$ cat src/rtl/sr_bank_driver_pkg.sv
// -----------------------------------------------------------------------------
// sr_drv_pkg
// Shared types and constants for the SR flip-flop bank driver.
//   state_t   : driver FSM states (IDLE, DRIVE, WAIT)
//   sr_code_t : per-bit {s, r} excitation code
//   sr_code() : excitation needed to move one bit from q to its target
// -----------------------------------------------------------------------------
package sr_drv_pkg;

    typedef enum logic [1:0] {
        IDLE  = 2'd0,
        DRIVE = 2'd1,
        WAIT  = 2'd2
    } state_t;

    typedef logic [1:0] sr_code_t;

    // {s, r} codes. SR_INV must never reach the bank.
    localparam sr_code_t SR_HOLD = 2'b00;
    localparam sr_code_t SR_RST  = 2'b01;
    localparam sr_code_t SR_SET  = 2'b10;
    localparam sr_code_t SR_INV  = 2'b11;

    // A bit already at its target holds; otherwise set or reset toward it.
    // SR_INV is structurally unreachable from here.
    function automatic sr_code_t sr_code(input logic t, input logic q);
        if (t == q) begin
            return SR_HOLD;
        end else if (t) begin
            return SR_SET;
        end else begin
            return SR_RST;
        end
    endfunction

endpackage

$ cat src/rtl/sr_bank_driver_if.sv
// -----------------------------------------------------------------------------
// sr_bank_driver_if
// Bundles the target handshake, bank excitation/feedback and status signals
// of sr_bank_driver.
//   master : upstream control + SR bank (offers targets, returns q_fb)
//   slave  : the driver itself
// Signals: tgt_valid/tgt_data/tgt_ready (target handshake), q_fb (bank state),
//          s/r (excitation), busy/done/err/err_bits (status).
// -----------------------------------------------------------------------------
interface sr_bank_driver_if #(
    parameter int WIDTH = 8
);
    logic             tgt_valid;
    logic [WIDTH-1:0] tgt_data;
    logic             tgt_ready;
    logic [WIDTH-1:0] q_fb;
    logic [WIDTH-1:0] s;
    logic [WIDTH-1:0] r;
    logic             busy;
    logic             done;
    logic             err;
    logic [WIDTH-1:0] err_bits;

    modport master (
        output tgt_valid, tgt_data, q_fb,
        input  tgt_ready, s, r, busy, done, err, err_bits
    );

    modport slave (
        input  tgt_valid, tgt_data, q_fb,
        output tgt_ready, s, r, busy, done, err, err_bits
    );
endinterface

$ cat src/rtl/sr_bank_driver_excite_enc.sv
// -----------------------------------------------------------------------------
// sr_excite_enc
// Combinational per-bit SR excitation encoder.
// Ports:
//   i_target   : desired bank state
//   i_q        : current bank state
//   o_s / o_r  : set / reset excitation (never both high on one bit)
//   o_diff_any : at least one bit differs from its target
// -----------------------------------------------------------------------------
import sr_drv_pkg::*;

module sr_excite_enc #(
    parameter int WIDTH = 8
) (
    input  logic [WIDTH-1:0] i_target,
    input  logic [WIDTH-1:0] i_q,
    output logic [WIDTH-1:0] o_s,
    output logic [WIDTH-1:0] o_r,
    output logic             o_diff_any
);

    always_comb begin
        sr_code_t w_code;
        o_s    = '0;
        o_r    = '0;
        w_code = SR_HOLD;
        for (int i = 0; i < WIDTH; i++) begin
            w_code = sr_code(i_target[i], i_q[i]);
            o_s[i] = w_code[1];
            o_r[i] = w_code[0];
        end
    end

    assign o_diff_any = |(i_target ^ i_q);

endmodule

$ cat src/rtl/sr_bank_driver.sv
// -----------------------------------------------------------------------------
// sr_bank_driver
// Writer for a bank of SR flip-flops. Accepts a target word, drives the
// per-bit set/reset excitation for exactly one cycle, then watches q_fb until
// it matches the target (done) or TIMEOUT wait cycles elapse (err).
// Ports:
//   clk   : clock, rising edge
//   reset : synchronous, active-low reset
//   bus   : sr_bank_driver_if.slave (handshake, s/r, q_fb, status)
// Parameters:
//   WIDTH   : number of SR flip-flops (>= 1)
//   TIMEOUT : maximum WAIT cycles before err (>= 1)
// -----------------------------------------------------------------------------
import sr_drv_pkg::*;

module sr_bank_driver #(
    parameter int WIDTH   = 8,
    parameter int TIMEOUT = 4
) (
    input  logic                clk,
    input  logic                reset,
    sr_bank_driver_if.slave     bus
);

    localparam int CNT_W = $clog2(TIMEOUT + 1);

    state_t             r_state,  w_state_nxt;
    logic [WIDTH-1:0]   r_target, w_target_nxt;
    logic [CNT_W-1:0]   r_cnt,    w_cnt_nxt;
    logic [WIDTH-1:0]   r_s,      w_s_nxt;
    logic [WIDTH-1:0]   r_r,      w_r_nxt;
    logic               r_done,   w_done_nxt;
    logic               r_err,    w_err_nxt;
    logic [WIDTH-1:0]   r_err_bits, w_err_bits_nxt;
    // Low during reset and set on the first edge after release, so that
    // tgt_ready stays registered-only and is 0 while reset is held.
    logic               r_live;

    logic               w_ready;
    logic [WIDTH-1:0]   w_enc_tgt;
    logic [WIDTH-1:0]   w_enc_s;
    logic [WIDTH-1:0]   w_enc_r;
    logic               w_diff_any;

    // One encoder serves both acceptance (compare against the offered word)
    // and WAIT (compare against the held target).
    assign w_enc_tgt = (r_state == IDLE) ? bus.tgt_data : r_target;

    sr_excite_enc #(.WIDTH(WIDTH)) u_enc (
        .i_target   (w_enc_tgt),
        .i_q        (bus.q_fb),
        .o_s        (w_enc_s),
        .o_r        (w_enc_r),
        .o_diff_any (w_diff_any)
    );

    assign w_ready = (r_state == IDLE) && r_live;

    always_ff @(posedge clk) begin
        if (!reset) begin
            r_state    <= IDLE;
            r_target   <= '0;
            r_cnt      <= '0;
            r_s        <= '0;
            r_r        <= '0;
            r_done     <= 1'b0;
            r_err      <= 1'b0;
            r_err_bits <= '0;
            r_live     <= 1'b0;
        end else begin
            r_state    <= w_state_nxt;
            r_target   <= w_target_nxt;
            r_cnt      <= w_cnt_nxt;
            r_s        <= w_s_nxt;
            r_r        <= w_r_nxt;
            r_done     <= w_done_nxt;
            r_err      <= w_err_nxt;
            r_err_bits <= w_err_bits_nxt;
            r_live     <= 1'b1;
        end
    end

    always_comb begin
        w_state_nxt    = r_state;
        w_target_nxt   = r_target;
        w_cnt_nxt      = r_cnt;
        w_s_nxt        = '0;
        w_r_nxt        = '0;
        w_done_nxt     = 1'b0;
        w_err_nxt      = 1'b0;
        w_err_bits_nxt = r_err_bits;

        case (r_state)
            IDLE: begin
                if (bus.tgt_valid && w_ready) begin
                    w_target_nxt = bus.tgt_data;
                    if (!w_diff_any) begin
                        // Bank already matches: complete without driving.
                        w_done_nxt = 1'b1;
                    end else begin
                        w_s_nxt     = w_enc_s;
                        w_r_nxt     = w_enc_r;
                        w_state_nxt = DRIVE;
                    end
                end
            end

            DRIVE: begin
                w_state_nxt = WAIT;
                w_cnt_nxt   = CNT_W'(1);
            end

            WAIT: begin
                if (!w_diff_any) begin
                    w_done_nxt  = 1'b1;
                    w_state_nxt = IDLE;
                end else if (r_cnt == CNT_W'(TIMEOUT)) begin
                    w_err_nxt      = 1'b1;
                    w_err_bits_nxt = bus.q_fb ^ r_target;
                    w_state_nxt    = IDLE;
                end else begin
                    w_cnt_nxt = r_cnt + CNT_W'(1);
                end
            end

            default: begin
                w_state_nxt = IDLE;
            end
        endcase
    end

    assign bus.tgt_ready = w_ready;
    assign bus.busy      = (r_state != IDLE);
    assign bus.s         = r_s;
    assign bus.r         = r_r;
    assign bus.done      = r_done;
    assign bus.err       = r_err;
    assign bus.err_bits  = r_err_bits;

    for (genvar g = 0; g < WIDTH; g++) begin : g_no_inv
        a_no_inv: assert property (@(posedge clk) disable iff (!reset)
                                   {r_s[g], r_r[g]} != SR_INV);
    end

    a_done_err_excl: assert property (@(posedge clk) disable iff (!reset)
                                      !(r_done && r_err));

endmodule

$ cat src/flat_wrapper.sv
// flat-port wrapper written by rule: the top's interface ports become plain ports
module sr_bank_driver_flat 
#(
    parameter int WIDTH   = 8,
    parameter int TIMEOUT = 4
)
  (clk, reset, bus_tgt_valid, bus_tgt_data, bus_q_fb, bus_tgt_ready, bus_s, bus_r, bus_busy, bus_done, bus_err, bus_err_bits);
  sr_bank_driver_if #(.WIDTH(WIDTH)) bus_i ();
  input  logic clk;
  input  logic reset;
  input wire logic [$bits(bus_i.tgt_valid)-1:0] bus_tgt_valid;
  input wire logic [$bits(bus_i.tgt_data)-1:0] bus_tgt_data;
  input wire logic [$bits(bus_i.q_fb)-1:0] bus_q_fb;
  output wire logic [$bits(bus_i.tgt_ready)-1:0] bus_tgt_ready;
  output wire logic [$bits(bus_i.s)-1:0] bus_s;
  output wire logic [$bits(bus_i.r)-1:0] bus_r;
  output wire logic [$bits(bus_i.busy)-1:0] bus_busy;
  output wire logic [$bits(bus_i.done)-1:0] bus_done;
  output wire logic [$bits(bus_i.err)-1:0] bus_err;
  output wire logic [$bits(bus_i.err_bits)-1:0] bus_err_bits;
  assign bus_i.tgt_valid = bus_tgt_valid;
  assign bus_i.tgt_data = bus_tgt_data;
  assign bus_i.q_fb = bus_q_fb;
  assign bus_tgt_ready = bus_i.tgt_ready;
  assign bus_s = bus_i.s;
  assign bus_r = bus_i.r;
  assign bus_busy = bus_i.busy;
  assign bus_done = bus_i.done;
  assign bus_err = bus_i.err;
  assign bus_err_bits = bus_i.err_bits;
  sr_bank_driver #(.WIDTH(WIDTH), .TIMEOUT(TIMEOUT)) u_core (.clk(clk), .reset(reset), .bus(bus_i));
endmodule
$ cat config.mk
export PLATFORM = sky130hd
export DESIGN_NAME = sr_bank_driver_flat
export DESIGN_NICKNAME = d
export VERILOG_FILES = /design/src/rtl/sr_bank_driver_pkg.sv /design/src/rtl/sr_bank_driver_if.sv /design/src/rtl/sr_bank_driver_excite_enc.sv /design/src/rtl/sr_bank_driver.sv /design/src/flat_wrapper.sv
export SDC_FILE = /design/constraint.sdc
export NUM_CORES = 1
export LEC_CHECK = 0
export BUFFER_PORTS_ARGS = -buffer_cell sky130_fd_sc_hd__buf_2
export CAP_MARGIN = 20
export CORE_MARGIN = 3
export CORE_UTILIZATION = 40
export DETAILED_ROUTE_END_ITERATION = 16
export MAX_ROUTING_LAYER = met4
export PLACE_DENSITY = 0.66
export SYNTH_ARGS = -nofsm -noshare
export SYNTH_HDL_FRONTEND = slang
export SYNTH_SLANG_ARGS = --single-unit
$ cat constraint.sdc
create_clock -name clk -period 2 [get_ports clk]
set_input_delay 0.1 -clock clk [delete_from_list [all_inputs] [get_ports clk]]
set_output_delay 0.1 -clock clk [all_outputs]
set_load 0.02 [all_outputs]
==> metrics.txt, run 1 <==
result of the run finished clean; Data arrival, critical path 2.08 ns; Inserted Diodes 0; post-synthesis cell type count 48; most frequent cells in the layout sky130_fd_sc_hd__buf_2, sky130_fd_sc_hd__nand2_1, sky130_fd_sc_hd__dfxtp_1; total number of yosys warnings 0; worst-path cell with the longest stage delay sky130_fd_sc_hd__dfxtp_2; startpoint of the worst setup timing path u_core.r_state[1]$_SDFFE_PN0P_; clk_skew between 0.007 and 0.008 ns; Finished Core Util 52.92%; total clock buffers created by CTS 5; share of synthesized area occupied by flip-flops and latches 41.61%; hold-critical path endpoint u_core.bus.s[3]$_SDFF_PP0_; Initial Util between 40% and 50%; number of global-route vias before repair 1539; CP max stage delay 0.34 ns; net count of the mapped netlist 233; Worst IR Drop VDD 0.2689 mV; Die Footprint 5679 um^2; average wire length per cell after detail routing 13.59 um; largest net degree at the start of global routing 20; Max Freq 526.5 MHz; post-synthesis to final-layout area growth 23.86%; synthesized area per cell 9.077 um^2; Die Height 75.36 um; residual antenna-violating net count after detailed routing 0; Post-DP HPWL 3.271 mm; number of hold buffers added after CTS 0; Required @ worst endpoint ~2.2 ns; Max Slew Vio Count 0; register clock-pin slew on the reported worst setup and hold paths ~0.080 ns; overall die width 75.36 um; logic depth of the worst register-to-register path 7; net switching component of the power 444.1 uW; final period demand of the worst path about 1.9 ns; number of cells in the design after placement 312; 1st-iter DRT viols 71; number of vias after detailed routing between 1.5k and 2k; number of buffers on the longest clock path 2; drt first pass iters 4; clock tree from TritonCTS built; launching element type of the critical path register; overflow left after global routing 0; number of nets in the layout 293; DRC errors left 0; Worst Path Max Fanout 9; internal power summed over all cells 1208 uW; most common library cell in the layout ignoring fill and taps sky130_fd_sc_hd__buf_2; Pwr Total ~1700 uW; total setup violations reported at the end of the flow 0; Pwr per Cell Area 693.2 nW/um^2; core area 4504 um^2; cells after synthesis 212; CP Buf/Inv Count 1; sw frac a little over a quarter; actual transition at the worst max-transition pin 0.4191 ns; CP Cell Sequence nor2_4 -> clkinv_4 -> o31ai_1 -> o32a_2 -> nand4_4 -> o21ai_4 -> mux2_4; Clock Root Buffer sky130_fd_sc_hd__clkbuf_8; Routability Congestion 0.8582; critical register-to-register path endpoint u_core.bus.err_bits[3]$_SDFFE_PN0P_; Comb power frac between 10% and 20%; kind of critical path register to register; layout cell share with drive strength beyond 1 29.30%; worst flop-to-flop path startpoint u_core.r_state[1]$_SDFFE_PN0P_; max-slew headroom at the worst pin 72.06%; sequential share of power between 50% and 60%; cell family contributing the most delay on the critical path compound AO/OA/AOI/OAI gates; endpoint class of the critical path register; endpoints failing hold 0; worst hold-check path type input port to register; initial antenna violation count 0; total routing usage reported by global routing between 10% and 20%; # Max-Cap Violations 0; first-pass GRT wire length 7.376 mm; number of rows created at floorplan 24; clock tree sinks 40; Clk network pwr share 33.3%; final critical-path share of the clock period 94.97%; P_leak 0.001106 uW; average vias per placed instance 5.123; hold path cells 2; register bit total from synthesis 40; later-pin clock latency in the skew report 0.29 ns; worst reg2reg setup slack 0.10 ns; netlist area before placement 1924 um^2; total detailed-routing wirelength 4.418 mm; num ports 47; beginning of the worst hold path bus_q_fb[3]; non-filler instance count after layout 325; H-tree lvl count 2; PortBufs 46
## cell families after synthesis
kind of cell	after synthesis	synth area share (%)
muxes	16	8.582
and+or+nand+nor	97	27.11
buffers and inverters	15	3.836
adders and majority gates	2	1.300
AOI/OAI and AO/OA	33	13.46
xor gates and xnor gates	9	4.096
DFF	40	41.61
## per-layer routing
| metal | wire length, um | vias to the layer above | part of all wire (%) | GRT usage [%] |
|---|---|---|---|---|
| li1 | - | 856 | - | - |
| met1 | 2157 | 762 | 49 | 23.50 |
| met2 | 1957 | 41 | 44 | 26.08 |
| met3 | 216 | 6 | 4.9 | 4.354 |
| met4 | 87 | 0 | 2.0 | 7.961 |
| met5 | 0 | - | 0 | - |
## sequential cells by signal (all words and copies together), names as in the netlist
register             count
u_core.bus.done          1
u_core.r_state           2
u_core.bus.r             8
u_core.bus.err           1
u_core.bus.err_bits      8
u_core.r_cnt             3
u_core.r_live            1
u_core.r_target          8
u_core.bus.s             8
## power by group through the flow
| stage | clock network, uW | logic, uW | registers, uW |
|---|---|---|---|
| after global placement | 0 | 257 | 848 |
| after detailed placement | 0 | 259 | 849 |
| after floorplan | 0 | 167 | 854 |
| final | 550 | 271 | 831 |
| after CTS | 571 | 261 | 830 |
| after global routing | 614 | 301 | 834 |
## layout make-up
type,instances,area (um^2)
fillers,456,2121
multi-input cells,157,1055
flip-flops and latches,40,803.3
repair buffers,59,331.6
clock buffers,8,90.09
well taps,52,65.06
inverters,9,38.79
## synth_stat cells, drive strengths merged
| cell | n | area, um^2 |
|---|---|---|
| nor3 | 9 | 45.04 |
| o2111ai | 1 | 8.760 |
| o21ai | 5 | 40.04 |
| xor2 | 8 | 70.07 |
| o32ai | 2 | 36.29 |
| o211ai | 2 | 15.01 |
| inv | 9 | 36.29 |
| o221ai | 1 | 8.760 |
| a211oi | 2 | 15.01 |
| mux2i | 15 | 150.1 |
| a221o | 1 | 10.01 |
| ha | 2 | 25.02 |
| a311o | 1 | 10.01 |
| buf | 2 | 22.52 |
| clkbuf | 4 | 15.01 |
| and2 | 5 | 32.53 |
| and3 | 10 | 62.56 |
| or2b | 1 | 7.510 |
| and4 | 1 | 8.760 |
| a21oi | 12 | 60.06 |
| mux2 | 1 | 15.01 |
| nand4b | 2 | 17.52 |
| nand2b | 4 | 25.02 |
| and2b | 2 | 16.27 |
| a21boi | 2 | 15.01 |
| o32a | 2 | 21.27 |
| o2111a | 1 | 11.26 |
| nand4 | 1 | 21.27 |
| nand2 | 39 | 146.4 |
| nor4b | 1 | 8.760 |
| o31ai | 1 | 7.510 |
| xnor2 | 1 | 8.760 |
| nor2b | 5 | 31.28 |
| nor4 | 3 | 33.78 |
| dfxtp | 40 | 800.8 |
| nor2 | 10 | 45.04 |
| nand3 | 4 | 20.02 |
## metrics by stage
stage	setup WS (ns)	hold WS [ns]	setup TNS (ns)	cell area, um^2
3_5_place_dp	0.05000	0.3350	0	2242
6_report	0.1006	0.02227	0	2384
5_1_grt	-0.003636	0.01637	-0.004270	2384
2_1_floorplan	0.03756	0.1277	0	1924
3_3_place_gp	0.1011	0.3300	0	2242
4_1_cts	0.03219	0.01125	0	2332
## worst max path at each step
| stage | end | depth (start not counted) |
|---|---|---|
| detailed placement | u_core.bus.err_bits[1]$_SDFFE_PN0P_ | 8 |
| CTS | u_core.bus.err_bits[1]$_SDFFE_PN0P_ | 8 |
| finish | u_core.bus.err_bits[3]$_SDFFE_PN0P_ | 7 |
| global route | u_core.bus.err_bits[7]$_SDFFE_PN0P_ | 8 |
| floorplan | u_core.bus.err_bits[3]$_SDFFE_PN0P_ | 8 |
| global placement | u_core.bus.err_bits[6]$_SDFFE_PN0P_ | 8 |
## repair_timing
| action | CTS | global route |
|---|---|---|
| setup buffers | 0 | 5 |
| resized for setup | 0 | 7 |
| setup endpoints to repair | 0 | 16 |
No activity file was read; power rests on OpenSTA's default activity.
==> run 2: changes to the inputs <==
BUFFER_PORTS_ARGS = -buffer_cell sky130_fd_sc_hd__buf_4   (was -buffer_cell sky130_fd_sc_hd__buf_2)
==> metrics.txt, run 2 (same netlist as run 1, synthesis figures left out) <==
result of the run finished clean; Die Height 75.36 um (unchanged); # Max-Cap Violations 0 (unchanged); CP Cell Sequence nor2_4 -> buf_4 -> nor4b_1 -> o32a_2 -> nand4_4 -> o21ai_4 -> mux2_4; first-pass GRT wire length 7.231 mm (-2.0%); total detailed-routing wirelength 4.540 mm (+2.8%); actual transition at the worst max-transition pin 0.3940 ns (-0.02517 ns); total routing usage reported by global routing 17.39% (-0.52 points); average wire length per cell after detail routing 13.88 um (+2.1%); overflow left after global routing 0 (unchanged); largest net degree at the start of global routing 20 (unchanged); minimum setup slack in the final design 0.1116 ns (+0.01099 ns); max-slew headroom at the worst pin 73.74% (+1.7 points); overall die width 75.36 um (unchanged); Required @ worst endpoint 2.18 ns (about the same); endpoint class of the critical path register; core area 4504 um^2 (unchanged); P_leak 0.001152 uW (+4.1%); Data arrival, critical path 2.07 ns (about the same); final period demand of the worst path 1.888 ns (-0.01099 ns); CP max stage delay 0.36 ns (+0.02 ns); post-synthesis to final-layout area growth 33.10%; number of global-route vias before repair 1541 (+0.13%); Pwr per Cell Area 720.0 nW/um^2 (+3.9%); total setup violations reported at the end of the flow 0 (unchanged); endpoints failing hold 0 (unchanged); summed area of non-filler cells in the final layout 2561 um^2 (+7.5%); Initial Util 42.72% (unchanged); Worst IR Drop VDD 0.3911 mV (+45%); clock tree sinks 40 (unchanged); kind of critical path register to register; number of vias after detailed routing 1678 (+0.78%); later-pin clock latency in the skew report 0.29 ns (about the same); layout cell share with drive strength beyond 1 31.27% (+2.0 points); average vias per placed instance 5.131 (+0.16%); Setup Slack @ Placement 0.02840 ns (-0.02160 ns); Routability Congestion 0.8151 (-5.0%); worst hold-check path type input port to register; Die Footprint 5679 um^2 (unchanged); Worst Path Max Fanout 5 (-4); Finished Core Util 56.86% (+3.9 points); worst-path cell with the longest stage delay sky130_fd_sc_hd__dfxtp_2; DRC errors left 0 (unchanged); final critical-path share of the clock period 94.42% (-0.55 points); register area 803.3 um^2 (unchanged); worst hold-check slack 0.009576 ns (-0.01269 ns); Max Freq 529.6 MHz (+0.58%); Max Slew Vio Count 0 (unchanged); number of rows created at floorplan 24 (unchanged); placed standard-cell area 2357 um^2 (+5.1%); FILL cells 432 (-5.3%); H-tree lvl count 2 (unchanged); initial antenna violation count 0 (unchanged); number of nets in the layout 295 (+0.68%); Post-DP HPWL 3.376 mm (+3.2%); combined area of the multi-input logic cells 1062 um^2 (+0.71%); Inserted Diodes 0 (unchanged); launching element type of the critical path register; 1st-iter DRT viols 126 (+77%); drt first pass iters 4 (unchanged); Clock Root Buffer sky130_fd_sc_hd__clkbuf_8; most frequent cells in the layout sky130_fd_sc_hd__buf_4, sky130_fd_sc_hd__nand2_1, sky130_fd_sc_hd__dfxtp_1; PortBufs 46 (unchanged); total clock buffers created by CTS 5 (unchanged); clk_skew 0.003681 ns (-0.003647 ns); residual antenna-violating net count after detailed routing 0 (unchanged); register clock-pin slew on the reported worst setup and hold paths 0.08 ns (about the same); number of buffers on the longest clock path 2 (unchanged); num ports 47 (unchanged); most common library cell in the layout ignoring fill and taps sky130_fd_sc_hd__buf_4; clock tree from TritonCTS built
## run 2: path summary, 6_finish.rpt
path         depth (start not counted)                                  end                                start  slack (ns)
min reg2reg                          2  u_core.bus.err_bits[2]$_SDFFE_PN0P_  u_core.bus.err_bits[2]$_SDFFE_PN0P_        0.46
min                                  2           u_core.bus.s[3]$_SDFF_PP0_                          bus_q_fb[3]        0.01
max reg2reg                          7  u_core.bus.err_bits[3]$_SDFFE_PN0P_       u_core.r_state[1]$_SDFFE_PN0P_        0.11
max                                  7  u_core.bus.err_bits[3]$_SDFFE_PN0P_       u_core.r_state[1]$_SDFFE_PN0P_        0.11
## run 2: where the power goes
part           leakage, uW  switching (uW)  internal, uW  total (uW)
clock            0.0000645             274           440         714
sequential        0.000325            15.6           816         831
combinational     0.000762             165           134         299
total              0.00115             454          1390        1840
## run 2: per-stage QoR
stage,cells,total power [uW],setup TNS (ns)
floorplan,212,1022,0
global placement,312,1123,0
detailed placement,312,1126,0
CTS,320,1839,0
global route,327,1921,-0.03882
finish,327,1844,0
## run 2: critical path: cells and delay by family (launching register included)
kind	cells	cell delay, ns
multiplexers	1	0.31
AO/OA/AOI/OAI	2	0.47
AND/OR/NAND/NOR	3	0.51
buffers and inverters	1	0.13
flip-flops	1	0.36
## run 2: repair_timing
item                       CTS  global route
hold buffers                 0             0
setup buffers                0             7
setup endpoints to repair    0            15
gates resized for setup      0            13
## run 2: cell type report
type                    instances  share of cell area (%)
multi-input cells             157                   41.48
flip-flops and latches         40                   31.36
repair buffers                 61                   18.17
clock buffers                   7                   3.762
well taps                      52                   2.540
inverters                       9                   1.514
clock inverters                 1                   1.172
## run 2: metal layers
layer / vias to the layer above / GRT usage [%] / share of wire (%)
met5: - / - / 0
met3: 7 / 3.430 / 5.2
met4: 0 / 5.825 / 1.4
li1: 859 / - / -
met1: 770 / 22.98 / 48
met2: 42 / 26.65 / 45
